[config.mk]
export PLATFORM = sky130hd
export DESIGN_NAME = load_store_unit
export DESIGN_NICKNAME = d
export VERILOG_FILES = /design/src/rtl/load_store_unit.sv
export SDC_FILE = /design/constraint.sdc
export NUM_CORES = 1
export LEC_CHECK = 0
export CAP_MARGIN = 25
export CORE_ASPECT_RATIO = 0.6
export CORE_UTILIZATION = 35
export CTS_BUF_LIST = sky130_fd_sc_hd__clkbuf_8
export CTS_CLUSTER_DIAMETER = 60
export CTS_CLUSTER_SIZE = 8
export DETAILED_ROUTE_END_ITERATION = 6
export PLACE_DENSITY = 0.69
export SYNTH_ARGS = -nofsm -noshare
export SYNTH_HDL_FRONTEND = slang
export SYNTH_SLANG_ARGS = --single-unit
[constraint.sdc]
create_clock -name clk -period 2.1 [get_ports clk]
set_clock_uncertainty 0.2 [all_clocks]
set_input_delay 0.315 -clock clk [delete_from_list [all_inputs] [get_ports clk]]
set_output_delay 0.315 -clock clk [all_outputs]
set_load 0.03 [all_outputs]
[src/rtl/load_store_unit.sv]
// MEM-stage load/store unit: turns a memory instruction into a req/ack bus transaction,
// stalls the pipeline while the bus is busy and returns extended load data for write-back.
module load_store_unit #(
   parameter int unsigned TIMEOUT_CYCLES = 16
) (
   input  logic        clk,
   input  logic        reset,
   input  logic        ex_valid,
   input  logic        mem_read,
   input  logic        mem_write,
   input  logic [2:0]  funct3,
   input  logic [31:0] address,
   input  logic [31:0] store_data,
   output logic        stall,
   output logic [31:0] load_data,
   output logic        load_valid,
   output logic        misaligned,
   output logic        fault,
   output logic        bus_req,
   output logic        bus_we,
   output logic [31:0] bus_addr,
   output logic [3:0]  bus_be,
   output logic [31:0] bus_wdata,
   input  logic        bus_ack,
   input  logic [31:0] bus_rdata
);

   typedef enum logic [1:0] {
      S_IDLE = 2'd0,
      S_WAIT = 2'd1,
      S_DONE = 2'd2
   } state_t;

   localparam logic [7:0] TMO_LAST = 8'(TIMEOUT_CYCLES - 1);

   state_t      state_q, state_d;
   logic [7:0]  cnt_q, cnt_d;
   logic        bus_req_q, bus_req_d;
   logic        bus_we_q, bus_we_d;
   logic [31:0] bus_addr_q, bus_addr_d;
   logic [3:0]  bus_be_q, bus_be_d;
   logic [31:0] bus_wdata_q, bus_wdata_d;
   logic [2:0]  f3_q, f3_d;
   logic [1:0]  off_q, off_d;
   logic [31:0] load_data_q, load_data_d;
   logic        load_valid_q, load_valid_d;
   logic        misaligned_q, misaligned_d;
   logic        fault_q, fault_d;

   logic        op_s, illegal_s, mis_s, accept_s;

   function automatic logic [3:0] be_f(input logic is_store, input logic [2:0] f3,
                                       input logic [1:0] off);
      logic [3:0] be;
      if (!is_store) begin
         be = 4'b1111;
      end else begin
         case (f3[1:0])
            2'b00:   be = 4'b0001 << off;
            2'b01:   be = off[1] ? 4'b1100 : 4'b0011;
            default: be = 4'b1111;
         endcase
      end
      return be;
   endfunction

   function automatic logic [31:0] wdata_f(input logic [2:0] f3, input logic [31:0] data);
      logic [31:0] w;
      case (f3[1:0])
         2'b00:   w = {4{data[7:0]}};
         2'b01:   w = {2{data[15:0]}};
         default: w = data;
      endcase
      return w;
   endfunction

   // Bring the addressed byte/half down to bit 0, then sign- or zero-extend.
   function automatic logic [31:0] extend_f(input logic [2:0] f3, input logic [1:0] off,
                                            input logic [31:0] rdata);
      logic [31:0] sh;
      logic [31:0] r;
      sh = rdata >> {off, 3'b000};
      case (f3)
         3'b000:  r = {{24{sh[7]}}, sh[7:0]};
         3'b001:  r = {{16{sh[15]}}, sh[15:0]};
         3'b100:  r = {24'h000000, sh[7:0]};
         3'b101:  r = {16'h0000, sh[15:0]};
         default: r = rdata;
      endcase
      return r;
   endfunction

   assign op_s      = ex_valid & (mem_read | mem_write);
   assign illegal_s = op_s & ((mem_read & mem_write) | (funct3 == 3'b011) | (funct3[2:1] == 2'b11));
   assign mis_s     = op_s & ~illegal_s &
                      (((funct3[1:0] == 2'b10) & (address[1:0] != 2'b00)) |
                       ((funct3[1:0] == 2'b01) & address[0]));
   assign accept_s  = op_s & ~illegal_s & ~mis_s;

   // Stall is combinational so the accept cycle already freezes the pipeline.
   assign stall = reset & (((state_q == S_IDLE) & accept_s) | (state_q == S_WAIT));

   // Next-state, bus latching and response pulse generation.
   always_comb begin
      state_d      = state_q;
      cnt_d        = cnt_q;
      bus_req_d    = bus_req_q;
      bus_we_d     = bus_we_q;
      bus_addr_d   = bus_addr_q;
      bus_be_d     = bus_be_q;
      bus_wdata_d  = bus_wdata_q;
      f3_d         = f3_q;
      off_d        = off_q;
      load_data_d  = load_data_q;
      load_valid_d = 1'b0;
      misaligned_d = 1'b0;
      fault_d      = 1'b0;
      case (state_q)
         S_IDLE: begin
            if (illegal_s) begin
               fault_d = 1'b1;
            end else if (mis_s) begin
               misaligned_d = 1'b1;
            end else if (accept_s) begin
               bus_req_d   = 1'b1;
               bus_we_d    = mem_write;
               bus_addr_d  = {address[31:2], 2'b00};
               bus_be_d    = be_f(mem_write, funct3, address[1:0]);
               bus_wdata_d = wdata_f(funct3, store_data);
               f3_d        = funct3;
               off_d       = address[1:0];
               cnt_d       = 8'd0;
               state_d     = S_WAIT;
            end else begin
               state_d = S_IDLE;
            end
         end
         S_WAIT: begin
            if (bus_ack) begin
               bus_req_d = 1'b0;
               state_d   = S_DONE;
               if (!bus_we_q) begin
                  load_data_d  = extend_f(f3_q, off_q, bus_rdata);
                  load_valid_d = 1'b1;
               end else begin
                  load_valid_d = 1'b0;
               end
            end else if (cnt_q == TMO_LAST) begin
               bus_req_d = 1'b0;
               fault_d   = 1'b1;
               state_d   = S_DONE;
               if (!bus_we_q) begin
                  load_data_d  = 32'h0000_0000;
                  load_valid_d = 1'b1;
               end else begin
                  load_valid_d = 1'b0;
               end
            end else begin
               cnt_d = cnt_q + 8'd1;
            end
         end
         S_DONE: begin
            state_d = S_IDLE;
         end
         default: begin
            state_d   = S_IDLE;
            bus_req_d = 1'b0;
         end
      endcase
   end

   // State and output registers; reset abandons any in-flight access.
   always_ff @(posedge clk or negedge reset) begin
      if (!reset) begin
         state_q      <= S_IDLE;
         cnt_q        <= 8'd0;
         bus_req_q    <= 1'b0;
         bus_we_q     <= 1'b0;
         bus_addr_q   <= 32'h0000_0000;
         bus_be_q     <= 4'b0000;
         bus_wdata_q  <= 32'h0000_0000;
         f3_q         <= 3'b000;
         off_q        <= 2'b00;
         load_data_q  <= 32'h0000_0000;
         load_valid_q <= 1'b0;
         misaligned_q <= 1'b0;
         fault_q      <= 1'b0;
      end else begin
         state_q      <= state_d;
         cnt_q        <= cnt_d;
         bus_req_q    <= bus_req_d;
         bus_we_q     <= bus_we_d;
         bus_addr_q   <= bus_addr_d;
         bus_be_q     <= bus_be_d;
         bus_wdata_q  <= bus_wdata_d;
         f3_q         <= f3_d;
         off_q        <= off_d;
         load_data_q  <= load_data_d;
         load_valid_q <= load_valid_d;
         misaligned_q <= misaligned_d;
         fault_q      <= fault_d;
      end
   end

   assign bus_req    = bus_req_q;
   assign bus_we     = bus_we_q;
   assign bus_addr   = bus_addr_q;
   assign bus_be     = bus_be_q;
   assign bus_wdata  = bus_wdata_q;
   assign load_data  = load_data_q;
   assign load_valid = load_valid_q;
   assign misaligned = misaligned_q;
   assign fault      = fault_q;

endmodule

Word-level counts from Yosys, hierarchy flattened
Index checks and enable logic that the tools add are counted.
{ "word_totals": {"reg_bits": 118, "output_inout_bits": 106, "elab_cells": 100} }
{ "op_classes": {"addsub": 1, "n_eq_ne": 16, "shift": 2, "muxes": 38, "bitwise": 19, "reduce_logical": 11} }
{ "op_table": {"columns": ["cell", "count"], "rows": [
  ["32-bit 2-to-1 mux", 4],
  ["32-bit case mux with 4 select lines", 1],
  ["32-bit case mux with 2 select lines", 1],
  ["8-bit 2-to-1 mux", 5],
  ["32-bit by 5-bit right shift with 16-bit output", 1],
  ["1-bit 2-to-1 mux", 16],
  ["8-bit case mux with 2 select lines", 1],
  ["1-bit bitwise AND", 10],
  ["2-bit != test, second input constant", 5],
  ["8-bit by 1-bit adder with 8-bit output, second input constant", 1],
  ["8-bit by 4-bit equality test with 1-bit output, second input constant", 1],
  ["2-bit 2-to-1 mux", 4],
  ["4-bit 2-to-1 mux", 2],
  ["4-bit case mux with 2 select lines", 1],
  ["2-bit equality test, second input constant", 3],
  ["3-bit equality test, second input constant", 2],
  ["3-bit AND reduction", 2],
  ["6-bit AND reduction", 1],
  ["2-bit nonzero test", 3],
  ["1-bit bitwise OR", 5],
  ["5-bit AND reduction", 1],
  ["2-bit by 1-bit equality test with 1-bit output, second input constant", 2],
  ["2-bit zero test", 2],
  ["1-bit NOT", 4],
  ["other kinds (9)", 9]
]} }

Logic depth before layout (Yosys ltp)
{ "depth": {"ltp_word": 13, "ltp_mapped": 6, "mapped_depth_nobuf": 5} }

Worst setup path before layout
OpenSTA, ideal clock, no wires.
{ "synth_timing": {"path_type": "flip-flop to flip-flop", "start": "register cnt_q[4]", "end": "register load_data_q[22] (netlist: load_data[22])", "setup_ps": 126, "t_arrival_ps": 1780, "required_time_ps": 1774, "path_slack_ps": -6, "stages_incl_launch_ff": 6, "cell_sequence": "dfrtp_1 or4_4 nor2_2 o211ai_2 clkbuf_1 a221o_1"} }
{ "synth_via": {"elab_chain_cells": 3} }
{ "synth_rtl": {"columns": ["item", "line_no", "rtl"], "rows": [
  ["from (decl)", "37", "logic [7:0] cnt_q, cnt_d;"],
  ["from (signal assigned)", "190", "cnt_q <= cnt_d;"],
  ["8-bit by 4-bit equality test with 1-bit output", "148", "end else if (cnt_q == TMO_LAST) begin"],
  ["2-bit nonzero test (no line)", null, null],
  ["3-bit AND reduction (no line)", null, null],
  ["to (signal assigned)", "198", "load_data_q <= load_data_d;"],
  ["to (decl)", "45", "logic [31:0] load_data_q, load_data_d;"]
]} }
Every way passes these cells.
A chain may end at the register's enable or synchronous reset.

Worst setup path in the final report
{ "layout_timing": {"start": "register cnt_q[5]", "end": "register load_data_q[25] (netlist: load_data[25])"} }
Same word-level chain as after synthesis.

==> impl_metrics.yaml <==
status:
  outcome: "complete, but fails checks"
  violations: "setup timing"
cells_and_area:
  n_antenna_cell: 0
  final_nets: 782
  fin_cells: 887
  syn_to_final_growth_pct: 57.5
  final_util_pct: 57.8
  drive_gt1_share_pct: 26.4
synthesis:
  yosysTopAreaCell: "dfrtp_1"
  avgSynthCellArea_um2: 12.6
  synth_cell_types: 46
  synth_flop_cell: "dfrtp_1"
  yosysTopAreaCellShare_pct: 54.3
  synth_edf_count: 0
  ys_warn_count: 0
  synthTopCellsByArea: "dfrtp_1 54%, mux2_2 18%, a221o_1 4.2%, mux2i_1 3.3%, o21ai_0 2.9%"
  synth_seq_area_share_pct: 54.3
  synthArstFlopShare_pct: 100
  synth_common_cells: "118 x dfrtp_1, 88 x mux2_2, 32 x o21ai_0"
  netlist_instances: 431
  synth.most_common_cell: "dfrtp_1"
  synthesis.area_mm2: 0.00543
  ys_ff_latch: 118
timing:
  final-hold-violation-count: 0
  maxSlewViolCount: 0
  setup_viol: 9
  rsz0062_at_grt: "true"
  worstMarginPinSlew_ns: 0.631
  max_freq_mhz: 472
  max_slew_margin_pct: 57.9
  fin_crit_ns: 2.12
  fin_crit_sh_pct: 101
  setup-tns-final_ns: -0.0790
  worst_slack_ns: -0.0178
placement:
  dp_hpwl_mm: 11.4
  place_inst: 846
  post-place-ws_ns: -0.382
  place_congestion: 0.880
  numPortBuffers: 208
worst_setup_path:
  crit_fanout: 8
  required_ns: 2.20
  startpoint_type: "register"
  worstPathArrival_ns: 2.22
  rr_startpoint: "cnt_q[5]"
  crit_path_end_kind: "register"
  crit_start: "cnt_q[5]"
  setup.worst_path.end: "load_data[25]"
  rrSetupSlack_ns: -0.02
  r2r_end: "load_data[25]"
  worst-setup-path-type: "reg -> reg"
  r2r_cells: 5
power_and_ir_drop:
  swShare_pct: 38.2
  power.total_w: 0.0114
  p_per_area_mw_per_mm2: 1340
  clock_power_share_pct: 20.7
  switchingPower_w: 0.00437
  seqPwrFrac_pct: 32.3
  p_leak_nw: 3.61
  power.share.combinational_pct: 47.0
  ir_drop_mv: 0.841
  internal_power_w: 0.00707
grt:
  grt_pass1_wl_mm: 25.2
  grt-ovfl-total: 0
  antenna_found_initial: 0
  grt_max_degree: 119
  grt_usage_pct: 20.0
  grt_pass1_vias: 4728
floorplanning:
  start_util_pct: 36.7
  core-area_mm2: 0.0148
  dieArea_mm2: 0.0160
  row_count: 34
  io_pins: 211
  die_w_um: 163
  fp.dieH_um: 98.5
clock_tree:
  cts_sinks: 118
  clk_path_buf_depth: 2
  cts_buffers: 17
  path_clk_slew_ns: 0.07
  clk_latency_ns: 0.42
  cts_tree: "done"
  cts_root_buf: "clkbuf_8"
  h-tree-depth: 4
worst_hold_path:
  hp-class: "in -> reg"
job:
  maxCapViolations: 0
drt:
  antenna_left: 0
  wl_mm: 16.0
  vias_per_cell: 5.16
  drt_first_pass_iters: 4
  drtIter0Drc: 186
  drc: 0
  wire_per_inst_um: 18.0
  num_vias: 4576
-- worst min path at each step --
stage / from / end / slack, ns / depth (start not counted)
2_1_floorplan: reset / bus_addr[10] / -0.18 / 0
3_3_place_gp: bus_req / bus_req / 0.27 / 1
3_5_place_dp: bus_req / bus_req / 0.28 / 1
4_1_cts: funct3[0] / f3_q[0] / 0.26 / 3
5_1_grt: address[1] / off_q[1] / 0.15 / 3
6_report: address[1] / off_q[1] / 0.15 / 3
-- sequential cells by signal (all words and copies together), names as in the netlist --
register	count
bus_we	1
state_q	2
load_valid	1
load_data	32
bus_be	4
cnt_q	8
misaligned	1
bus_addr	30
fault	1
f3_q	3
bus_wdata	32
off_q	2
bus_req	1
-- cell type report --
class | instances | area (um2)
clock inverters | 13 | 194
repair buffers | 255 | 2530
clock buffers | 19 | 262
fillers | 1229 | 6240
inverters | 6 | 22.5
well taps | 198 | 248
flip-flops and latches | 118 | 2950
multi-input cells | 278 | 2360
-- metrics by stage --
step                      instance area (um2)  hold slack, ns
after floorplan                          5440          -0.181
after global placement                   7960           0.269
after detailed placement                 7960           0.275
after CTS                                8440           0.258
after global routing                     8560           0.148
final                                    8560           0.150
-- placed cells by master (no fill, tap or decap), types with 3 or more instances in the layout --
cell type / instances
a221o_1: 23
a2bb2oi_1: 13
buf_12: 4
buf_4: 40
bufinv_16: 4
clkbuf_8: 19
clkdlybuf4s50_1: 201
clkinvlp_4: 4
dfrtp_1: 118
dlygate4sd2_1: 3
inv_1: 6
inv_6: 3
mux2_2: 88
mux2i_1: 18
nand2_1: 23
nand2b_1: 3
nand3_1: 3
nor2_1: 16
nor2b_1: 5
nor3_1: 6
o21ai_0: 30
o2bb2ai_1: 8
-- logic make-up (layout without fill, tap and decap cells) --
| kind of cell | after synthesis | count (layout) | share of synthesized area (%) |
|---|---|---|---|
| AOI/OAI and AO/OA | 92 | 92 | 13.0 |
| DFF | 118 | 118 | 54.3 |
| and+or+nand+nor | 74 | 74 | 6.91 |
| muxes | 107 | 107 | 22.0 |
| adders and majority gates | 1 | 1 | 0.230 |
| xor gates and xnor gates | 2 | 2 | 0.322 |
| other | 1 | 2 | 0.0690 |
| buffers and inverters | 36 | 293 | 3.13 |
-- worst max-delay path: stages (launching register included) --
cell	delay, ns
dfrtp_1	0.38
or4_4	0.56
nor2_4	0.14
o211ai_4	0.17
clkbuf_16	0.21
a221o_1	0.33
-- metal layers --
metal  part of all wire (%)  GRT usage [%]
met5                      0              0
met4                    1.0           4.17
met3                    9.6           8.08
met2                     45           30.6
met1                     45           26.5
-- power by group through the flow --
stage | Sequential (W) | Clock (W) | Combinational, W
after detailed placement | 0.00373 | 0 | 0.00532
after global placement | 0.00369 | 0 | 0.00526
after CTS | 0.00371 | 0.00241 | 0.00535
final | 0.00370 | 0.00237 | 0.00538
after global routing | 0.00382 | 0.00251 | 0.00565
after floorplan | 0.00522 | 0 | 0.00140
-- timing repair --
action | CTS | global route
hold endpoints to repair | 118 | 0
setup endpoints to repair | 5 | 25
setup buffers | 1 | 4
gates resized for setup | 8 | 7
pin swaps | 1 | 14
hold buffers | 1 | 0
gates cloned | 0 | 3
Note: power is estimated with default switching activity, not from simulation.
